### src/rtl/display_pkg.sv
// Shared state encoding, channel indices and counter-width helpers
// for the BCM panel driver and its row shifter.
package display_pkg;

  typedef enum logic [1:0] {
    IDLE    = 2'd0,
    SHIFT   = 2'd1,
    LATCH   = 2'd2,
    DISPLAY = 2'd3
  } state_t;

  localparam int CH_R = 0;
  localparam int CH_G = 1;
  localparam int CH_B = 2;

  // Never return a zero width, so single-entry dimensions still get a bit.
  function automatic int min_width(input int n);
    return (n > 1) ? $clog2(n) : 1;
  endfunction

  function automatic int col_width(input int columns);
    return min_width(columns);
  endfunction

  function automatic int row_width(input int rows);
    return min_width(rows);
  endfunction

  function automatic int plane_width(input int cyclewidth);
    return min_width(cyclewidth);
  endfunction

  function automatic int disp_width(input int base, input int cyclewidth);
    return min_width((base << (cyclewidth - 1)) + 1);
  endfunction

  function automatic int shift_width(input int columns, input int latency);
    return min_width(2 * columns + latency + 1);
  endfunction

endpackage

### src/rtl/display_row_shifter.sv
// Shifts one bit plane of a row into the panel: walks col_addr, picks the
// plane bit out of each cpixel channel after the fetch latency, pulses sclk.
module display_row_shifter
  import display_pkg::*;
#(
  parameter int segments   = 1,
  parameter int bitwidth   = 8,
  parameter int cyclewidth = 8,
  parameter int columns    = 64,
  parameter int latency    = 2
) (
  input  logic                                 clk,
  input  logic                                 rst,
  input  logic                                 start,
  input  logic                                 clear,
  input  logic [plane_width(cyclewidth)-1:0]   plane,
  input  logic [bitwidth*3*segments-1:0]       cpixel,
  output logic [col_width(columns)-1:0]        col_addr,
  output logic [3*segments-1:0]                rgb,
  output logic                                 sclk,
  output logic                                 done
);

  localparam int CAW    = col_width(columns);
  localparam int KW     = shift_width(columns, latency);
  localparam int K_LAST = 2 * columns + latency;

  logic [KW-1:0]         k;
  logic                  busy;
  int                    kk;
  logic                  load_rgb;
  logic                  rise_sclk;
  logic [CAW-1:0]        col_next;
  logic [3*segments-1:0] plane_bits;
  logic                  unused_fields;

  // Field bits above cyclewidth carry no display information.
  assign unused_fields = ^cpixel;

  for (genvar g = 0; g < 3 * segments; g++) begin : g_chan
    logic [cyclewidth-1:0] field;
    assign field         = cpixel[g*bitwidth +: cyclewidth];
    assign plane_bits[g] = field[plane];
  end

  // Even k after the latency carries column data; the following odd k clocks it.
  always_comb begin
    kk        = int'(k);
    load_rgb  = busy && (kk >= latency) && (kk < K_LAST) && (((kk - latency) & 1) == 0);
    rise_sclk = busy && (kk >= latency + 1) && (kk <= K_LAST) &&
                (((kk - latency - 1) & 1) == 0);
    col_next  = (kk + 1 < 2 * columns) ? CAW'((kk + 1) / 2) : CAW'(columns - 1);
  end

  always_ff @(posedge clk) begin
    if (rst || clear) begin
      busy     <= 1'b0;
      k        <= '0;
      col_addr <= '0;
      rgb      <= '0;
      sclk     <= 1'b0;
      done     <= 1'b0;
    end else if (start) begin
      busy     <= 1'b1;
      k        <= '0;
      col_addr <= '0;
      sclk     <= 1'b0;
      done     <= 1'b0;
    end else begin
      sclk <= rise_sclk;
      done <= busy && (kk == K_LAST - 1);
      if (load_rgb) rgb <= plane_bits;
      if (busy) begin
        col_addr <= col_next;
        if (kk == K_LAST) busy <= 1'b0;
        else              k    <= k + KW'(1);
      end
    end
  end

endmodule

### src/rtl/display_bcm_driver.sv
// HUB75 binary-code-modulation driver: per row and bit plane it shifts,
// latches, then enables the panel for base<<plane cycles.
module display_bcm_driver
  import display_pkg::*;
#(
  parameter int segments   = 1,
  parameter int bitwidth   = 8,
  parameter int cyclewidth = 8,
  parameter int columns    = 64,
  parameter int rows       = 16,
  parameter int latency    = 2,
  parameter int base       = 1
) (
  input  logic                           clk,
  input  logic                           rst,
  input  logic                           enable,
  input  logic [bitwidth*3*segments-1:0] cpixel,
  output logic [col_width(columns)-1:0]  col_addr,
  output logic [row_width(rows)-1:0]     row_addr,
  output logic [3*segments-1:0]          rgb,
  output logic                           sclk,
  output logic                           latch,
  output logic                           oe_n,
  output logic                           frame_done
);

  localparam int RW = row_width(rows);
  localparam int PW = plane_width(cyclewidth);
  localparam int DW = disp_width(base, cyclewidth);
  localparam logic [PW-1:0] PLANE_LAST = PW'(cyclewidth - 1);
  localparam logic [RW-1:0] ROW_LAST   = RW'(rows - 1);

  state_t        state;
  logic [RW-1:0] row;
  logic [PW-1:0] plane;
  logic [DW-1:0] disp_cnt;
  logic [DW-1:0] disp_load;
  logic          disp_end;
  logic          frame_end;
  logic          clear;
  logic          start;
  logic          shift_done;

  // The enable decision at a frame boundary is taken in the last DISPLAY cycle.
  always_comb begin
    disp_end  = (state == DISPLAY) && (disp_cnt == '0);
    frame_end = disp_end && (plane == PLANE_LAST) && (row == ROW_LAST);
    clear     = frame_end && !enable;
    start     = ((state == IDLE) && enable) || (disp_end && !clear);
    disp_load = DW'((base << plane) - 1);
  end

  display_row_shifter #(
    .segments   (segments),
    .bitwidth   (bitwidth),
    .cyclewidth (cyclewidth),
    .columns    (columns),
    .latency    (latency)
  ) u_shifter (
    .clk      (clk),
    .rst      (rst),
    .start    (start),
    .clear    (clear),
    .plane    (plane),
    .cpixel   (cpixel),
    .col_addr (col_addr),
    .rgb      (rgb),
    .sclk     (sclk),
    .done     (shift_done)
  );

  always_ff @(posedge clk) begin
    if (rst) begin
      state      <= IDLE;
      row        <= '0;
      plane      <= '0;
      disp_cnt   <= '0;
      row_addr   <= '0;
      latch      <= 1'b0;
      oe_n       <= 1'b1;
      frame_done <= 1'b0;
    end else begin
      latch      <= 1'b0;
      frame_done <= 1'b0;
      case (state)
        IDLE: begin
          if (enable) begin
            state <= SHIFT;
            row   <= '0;
            plane <= '0;
          end
        end
        SHIFT: begin
          if (shift_done) begin
            state    <= LATCH;
            latch    <= 1'b1;
            row_addr <= row;
          end
        end
        LATCH: begin
          state    <= DISPLAY;
          oe_n     <= 1'b0;
          disp_cnt <= disp_load;
        end
        DISPLAY: begin
          if (disp_cnt == '0) begin
            oe_n <= 1'b1;
            if (plane != PLANE_LAST) begin
              plane <= plane + PW'(1);
              state <= SHIFT;
            end else begin
              plane <= '0;
              if (row == ROW_LAST) begin
                row        <= '0;
                frame_done <= 1'b1;
                if (enable) begin
                  state <= SHIFT;
                end else begin
                  state    <= IDLE;
                  row_addr <= '0;
                end
              end else begin
                row   <= row + RW'(1);
                state <= SHIFT;
              end
            end
          end else begin
            disp_cnt <= disp_cnt - DW'(1);
          end
        end
        default: state <= IDLE;
      endcase
    end
  end

endmodule

### config.mk
export PLATFORM = sky130hd
export DESIGN_NAME = display_bcm_driver
export DESIGN_NICKNAME = d
export VERILOG_FILES = /design/src/rtl/display_pkg.sv /design/src/rtl/display_row_shifter.sv /design/src/rtl/display_bcm_driver.sv
export SDC_FILE = /design/constraint.sdc
export NUM_CORES = 1
export LEC_CHECK = 0
export ABC_AREA = 1
export BUFFER_PORTS_ARGS = -buffer_cell sky130_fd_sc_hd__buf_2
export CAP_MARGIN = 20
export CORE_ASPECT_RATIO = 1.1
export CORE_MARGIN = 3
export CORE_UTILIZATION = 48
export DETAILED_ROUTE_END_ITERATION = 12
export GPL_TIMING_DRIVEN = 0
export PLACE_DENSITY = 0.68
export SLEW_MARGIN = 20
export SYNTH_ARGS = -nofsm -noshare
export SYNTH_HDL_FRONTEND = slang
export SYNTH_HIERARCHICAL = 1
export SYNTH_SLANG_ARGS = --single-unit
### constraint.sdc
create_clock -name clk -period 2.3 [get_ports clk]
set_input_delay 0.115 -clock clk [delete_from_list [all_inputs] [get_ports clk]]
set_output_delay 0.115 -clock clk [all_outputs]
set_load 0.02 [all_outputs]
Yosys cells after proc, flatten, opt, wreduce, memory -nomap -nowiden
Cells that the tools add are included.
- register bits after elaboration: 44
- bits of input ports: 27
- output and inout port bits: 17
- word-level logic and storage cells: 124
- add/sub/neg operators: 9
- magnitude comparators: 6
- equality and inequality tests: 15
- shifts and indexed selects: 1
- multiplexer cells: 38
- bitwise logic cells: 6
- reductions and logical operators: 35
- operators by type and width (operator ; number):
    $logic_not 32->1 ; 2
    $mux 4 ; 9
    $eq 8x8->1 const B ; 2
    $ge 8x2->1 const B ; 2
    $pmux 4 s2 ; 2
    $pmux 8 s2 ; 1
    $logic_and 1x1->1 ; 13
    $mux 1 ; 10
    $mux 2 ; 5
    $add 8x1->9 const B ; 1
    $bmux 1 s3 ; 3
    $lt 9x8->1 const B ; 1
    $mux 3 ; 3
    $add 8x1->8 const B ; 1
    $le 8x8->1 const B ; 1
    $logic_not 8->1 ; 1
    $lt 8x8->1 const B ; 1
    $mux 8 ; 1
    $ne 2x2->1 const B ; 4
    $pmux 2 s4 ; 1
    $reduce_and 2->1 ; 4
    $shl 1x3->8 const A ; 1
    $sub 8x1->8 const B ; 1
    $sub 8x2->8 const B ; 1
    25 further kinds ; 39

Longest topological paths before layout
- depth after elaboration: 10
- mapped depth: 13
- gate-level depth less buffers: 13

Hierarchy
Netlist, hierarchy kept.
- modules (own cells, without submodules) (module ; instances ; cells each ; area an instance (sq um) ; seq. area each (sq um)):
    display_bcm_driver ; 1 ; 250 ; 1624.1 ; 480.5
    display_row_shifter ; 1 ; 202 ; 1267.5 ; 400.4

Least setup slack after synthesis
Ideal clock, no wire load.
- kind: register to register
- start point: register state[0]
- end point: register u_shifter.col_addr[1]
- library setup time: 0.117 ns
- arrival time: 1.691 ns
- data required time: 2.183 ns
- setup slack: 0.492 ns
- cell stages (with the launch flop): 12
- path buffers: 3
- period minus slack after synthesis: 1.808 ns
- path through: dfxtp_1 ha_1 clkbuf_2 buf_1 nand2_1 nor2_1 nor2_2 nand2_1 inv_2 buf_2 o21ai_0 nor2_1
- word-level cells in the longest chain between the ends: 9
- elaborated cells on any way between the ends: 12
- those cells by class: 1 x eq/ne; 11 x reduce/logical
- ends and longest elaborated chain (element ; line ; text):
    start: declaration ; display_bcm_driver.sv:33 ; state_t state;
    start signal: assignment ; display_bcm_driver.sv:74 ; state <= IDLE;
    start signal: assignment ; display_bcm_driver.sv:88 ; state <= SHIFT;
    start signal: assignment ; display_bcm_driver.sv:95 ; state <= LATCH;
    $eq 2x2->1 (*) ; display_bcm_driver.sv:46 ; disp_end = (state == DISPLAY) && (disp_cnt == '0);
    $logic_and 1x1->1 (*) ; display_bcm_driver.sv:46 ;
    $logic_and 1x1->1 (*) (2 in series) ; display_bcm_driver.sv:47 ; frame_end = disp_end && (plane == PLANE_LAST) && (row == ROW_LAST);
    $logic_and 1x1->1 (*) ; display_bcm_driver.sv:48 ; clear = frame_end && !enable;
    via clear ; display_bcm_driver.sv:40 ; logic clear;
    $logic_not 1->1 ; display_bcm_driver.sv:49 ; start = ((state == IDLE) && enable) || (disp_end && !clear);
    $logic_and 1x1->1 ; display_bcm_driver.sv:49 ;
    $logic_or 1x1->1 ; display_bcm_driver.sv:49 ;
    $reduce_or 2->1 (no line) (*) ; - ;
    end signal: assignment ; display_row_shifter.sv:74 ; col_addr <= col_next;
    end: declaration ; display_row_shifter.sv:18 ; output logic [col_width(columns)-1:0] col_addr,
Mark *: on every way through the listed nets, which the timed path passes. The rest lies on a longest branch.
A chain may end at the register's enable or synchronous reset.

Worst setup path after layout
- start point: register plane[1]
- end point: register u_shifter.col_addr[1]
- word-level cells in the longest chain between the ends: 8
- elaborated cells on any way between the ends: 9
- those cells by class: 1 x eq/ne; 8 x reduce/logical
- ends and longest elaborated chain (element ; line ; text):
    start: declaration ; display_bcm_driver.sv:35 ; logic [PW-1:0] plane;
    start signal: assignment ; display_bcm_driver.sv:109 ; plane <= plane + PW'(1);
    $eq 3x3->1 ; display_bcm_driver.sv:47 ;
    $logic_and 1x1->1 (2 in series) ; display_bcm_driver.sv:47 ;
    $logic_and 1x1->1 ; display_bcm_driver.sv:48 ;
    $logic_not 1->1 ; display_bcm_driver.sv:49 ;
    $logic_and 1x1->1 ; display_bcm_driver.sv:49 ;
    $logic_or 1x1->1 ; display_bcm_driver.sv:49 ;
    via start ; display_bcm_driver.sv:41 ; logic start;
    $reduce_or 2->1 (no line) ; - ;
The timed path passes the listed nets, and every way through them passes these cells.

==> run_results.csv <==
group,metric,value,unit
outcome,outcome,"complete, no violations",
logic_synthesis,synth_compound_area_share,10.8,%
floorplan,chipWidth,80,um
grt,antenna_found_initial,0,
min_path,hp-start,"rst",
clocking,cts_tree,"yes",
drt,route.vias.total,2858,
drt,drt-initial-drc-count,78,
cells_and_area,area_growth,14.1,%
clocking,clk_pin_slew,0.09,ns
drt,drt_wl_total,6.52,mm
cells_and_area,fin_area,3300,um^2
floorplan,core_region_area,5810,um^2
worst_setup_path,cp.depth,11,
worst_setup_path,arrival,2.24,ns
cells_and_area,finalNonFillerCells,581,
logic_synthesis,ys_async_sr_fraction,0,%
logic_synthesis,synth_top_family_by_area,"simple AND/OR/NAND/NOR gates",
floorplan,initial_utilization,49.8,%
logic_synthesis,synthFlopType,"dfxtp_1",
floorplan,die_y,87.4,um
placement,numPortBuffers,43,
logic_synthesis,syn_area,2890,um^2
timing,rsz0062_at_grt,"no",
drt,ant_nets,0,
worst_setup_path,reg2reg_depth,11,
cells_and_area,fin_nets,548,
timing,drv_slew,0,
timing,fin_skew,0.00955,ns
min_path,hold_class,"primary input to flip-flop",
worst_setup_path,end_kind,"flip-flop",
worst_setup_path,r2r_start,"plane[1]$_SDFFE_PP0P_",
logic_synthesis,synthAdderAreaFrac,7.79,%
cells_and_area,multiInputGateArea,1760,um^2
grt,grt_overflow,0,
grt,grt.total_usage,19.9,%
logic_synthesis,synth_area_per_cell,6.40,um^2
logic_synthesis,yosysTopAreaCell,"dfxtp_1",
worst_setup_path,crit_family,"simple AND/OR/NAND/NOR gates",
floorplan,die_area,6990,um^2
timing,final-hold-violation-count,0,
run,cap_violations,0,
clocking,worstSkewPairLatency,0.29,ns
logic_synthesis,synth_warnings,6,
logic_synthesis,netlist.area_leader.share,30.5,%
drt,dr.pass1.iters,4,
timing,maxSlewHeadroom,68.2,%
timing,period_share,86.8,%
grt,grt_pass1_vias,2564,
timing,period_minus_slack,2.00,ns
worst_setup_path,critPathSlowestCell,"dfxtp_2",
placement,gp_congestion,0.878,
logic_synthesis,netlist_top_cells_count,"nand2_1 (128), nor2_1 (58), inv_1 (47), nand3_1 (47), dfxtp_1 (44)",
cells_and_area,regArea,882,um^2
clocking,cts-htree-levels,2,
clocking,numCtsBuffers,5,
clocking,postCtsHoldBufs,0,
grt,grt_pass1_wl,11.3,mm
logic_synthesis,synthTopCellsByArea,"dfxtp_1 (30%), nand2_1 (17%), nand3_1 (8.1%), ha_1 (7.8%), nor2_1 (7.5%)",
cells_and_area,fillCellCount,601,
logic_synthesis,synth_xor_area_share,1.21,%
drt,drc,0,
floorplan,ios,44,
logic_synthesis,synth-seq-area-share,30.5,%
min_path,holdPathStages,4,
min_path,worstHoldEndpoint,"u_shifter/k[2]$_SDFFE_PP0P_",
clocking,root_buffer,"clkbuf_8",
worst_setup_path,worstPathRequired,2.54,ns
floorplan,rows,29,
placement,placed_cell_area,3200,um^2
logic_synthesis,yosysMostFrequentCell,"nand2_1",
drt,via_per_inst,4.92,
timing,max_freq,0.501,GHz
worst_setup_path,critical_path_buf_inv_count,3,
cells_and_area,final_layout_size_suffix_gt1_share,17.7,%
timing,finalSetupTns,0,ns
worst_setup_path,cp_max_fo,11,
logic_synthesis,muxShareOfSynthArea,0,%
pwr,p_leak,1.61,nW
worst_setup_path,path_class,"flip-flop to flip-flop",
worst_setup_path,reg2reg_slack,0.30,ns
logic_synthesis,synth_cell_types,34,
logic_synthesis,synth_edf_count,0,
placement,hpwl,5.09,mm
cells_and_area,antenna_cells,0,
timing,whs,0.161,ns
logic_synthesis,synth_nets,497,
clocking,clockBufferDepth,2,
grt,grt_max_degree,15,
worst_setup_path,timing.rr.end,"u_shifter/col_addr[1]$_SDFFE_PP0P_",
timing,worst_pin_slew,0.477,ns
worst_setup_path,slowest_delay,0.46,ns
drt,routedWlPerCell,11.2,um
placement,dp.cells,572,
clocking,cts.sinks,44,
worst_setup_path,worstPathCellList,"ha_1 > ha_1 > nand3_1 > nand3_1 > nand2_1 > inv_1 > nand2_1 > inv_2 > buf_2 > o21ai_0 > nor2_1",
pwr,peakVddDrop,0.000552,V
logic_synthesis,yosys.area_share.simple,41.0,%
logic_synthesis,ys_seq_elements,44,
worst_setup_path,critPathLaunchType,"flip-flop",
pwr,p_per_area,941,nW/um^2
timing,setup_violations,0,
logic_synthesis,syn_inst,452,
-- layout make-up --
type | count | area share (%)
Timing Repair Buffer | 44 | 6.75
Clock inverter | 3 | 0.569
Clock buffer | 5 | 2.08
Multi-Input combinational cell | 345 | 53.3
Sequential cell | 44 | 26.7
Inverter | 53 | 6.03
Tap cell | 77 | 2.92
Buffer | 10 | 1.63
-- sequential cells by signal (all words and copies together), names as in the netlist --
register,flops
state,2
disp_cnt,8
u_shifter/done,1
u_shifter/rgb,3
row,4
latch,1
plane,3
oe_n,1
u_shifter/col_addr,6
u_shifter/k,8
row_addr,4
u_shifter/busy,1
frame_done,1
u_shifter/sclk,1
-- cells in the final DEF (no fill, tap or decap), drive strengths merged --
| master | count |
|---|---|
| buf | 51 |
| nor2 | 66 |
| nand4 | 5 |
| inv | 52 |
| nand3 | 53 |
| xor2 | 4 |
| nor3 | 4 |
| dfxtp | 44 |
| clkbuf | 8 |
| ha | 18 |
| o21ai | 30 |
| clkinv | 4 |
| a21boi | 1 |
| nor4 | 1 |
| or2 | 1 |
| nand2 | 134 |
| nor3b | 1 |
| o21bai | 1 |
| a21oi | 25 |
| a21o | 1 |
-- repair_timing --
action	in CTS	in global routing
endpoints found under the setup margin	0	15
setup buffers	0	1
gates resized for setup	0	3
-- worst max-delay path by stage --
stage	startpoint	end	slack (ns)
after floorplan	state[0]$_SDFFE_PP0P_	u_shifter/col_addr[1]$_SDFFE_PP0P_	0.49
final	plane[1]$_SDFFE_PP0P_	u_shifter/col_addr[1]$_SDFFE_PP0P_	0.30
after CTS	state[0]$_SDFFE_PP0P_	u_shifter/col_addr[4]$_SDFFE_PP0P_	0.03
after global placement	state[0]$_SDFFE_PP0P_	u_shifter/col_addr[5]$_SDFFE_PP0P_	0.1
after global routing	plane[0]$_SDFFE_PP0P_	u_shifter/col_addr[0]$_SDFFE_PP0P_	0.06
after detailed placement	state[0]$_SDFFE_PP0P_	u_shifter/col_addr[4]$_SDFFE_PP0P_	0.06
-- routing by layer --
| metal | GRT usage, % | share of wire (%) | vias to the layer above |
|---|---|---|---|
| met5 | 0 | 0 | - |
| met4 | 5.07 | 0.48 | 0 |
| met3 | 3.52 | 2.9 | 2 |
| met2 | 33.7 | 47 | 33 |
| met1 | 26.0 | 50 | 1280 |
| li1 | - | - | 1543 |
-- kinds of logic (layout without fill, tap and decap cells) --
group           after synthesis  in the layout
compound gates               58             58
buf+inv                      63            115
fa+ha+maj                    18             18
simple gates                265            265
flops                        44             44
xor+xnor                      4              4
-- worst min-delay path: stages --
cell     delay (ns)
buf_2          0.10
nor2_2         0.04
nand2_1        0.10
a21oi_1        0.05
-- through the flow --
stage | utilization, % | power, mW | worst slack, ns
6_report | 56.9 | 3.11 | 0.303
5_1_grt | 56.9 | 3.43 | 0.0586
4_1_cts | 56.7 | 3.13 | 0.0337
3_5_place_dp | 55.2 | 2.64 | 0.0636
3_3_place_gp | 55.2 | 2.62 | 0.0979
2_1_floorplan | - | 2.28 | 0.492
-- report_power, final --
| group | leakage, nW | internal [mW] | switching, mW | total, mW |
|---|---|---|---|---|
| clock | 0.0479 | 0.212 | 0.270 | 0.482 |
| combinational | 1.20 | 0.551 | 1.00 | 1.55 |
| sequential | 0.358 | 0.912 | 0.160 | 1.07 |
(Power assumes the default switching activity.)
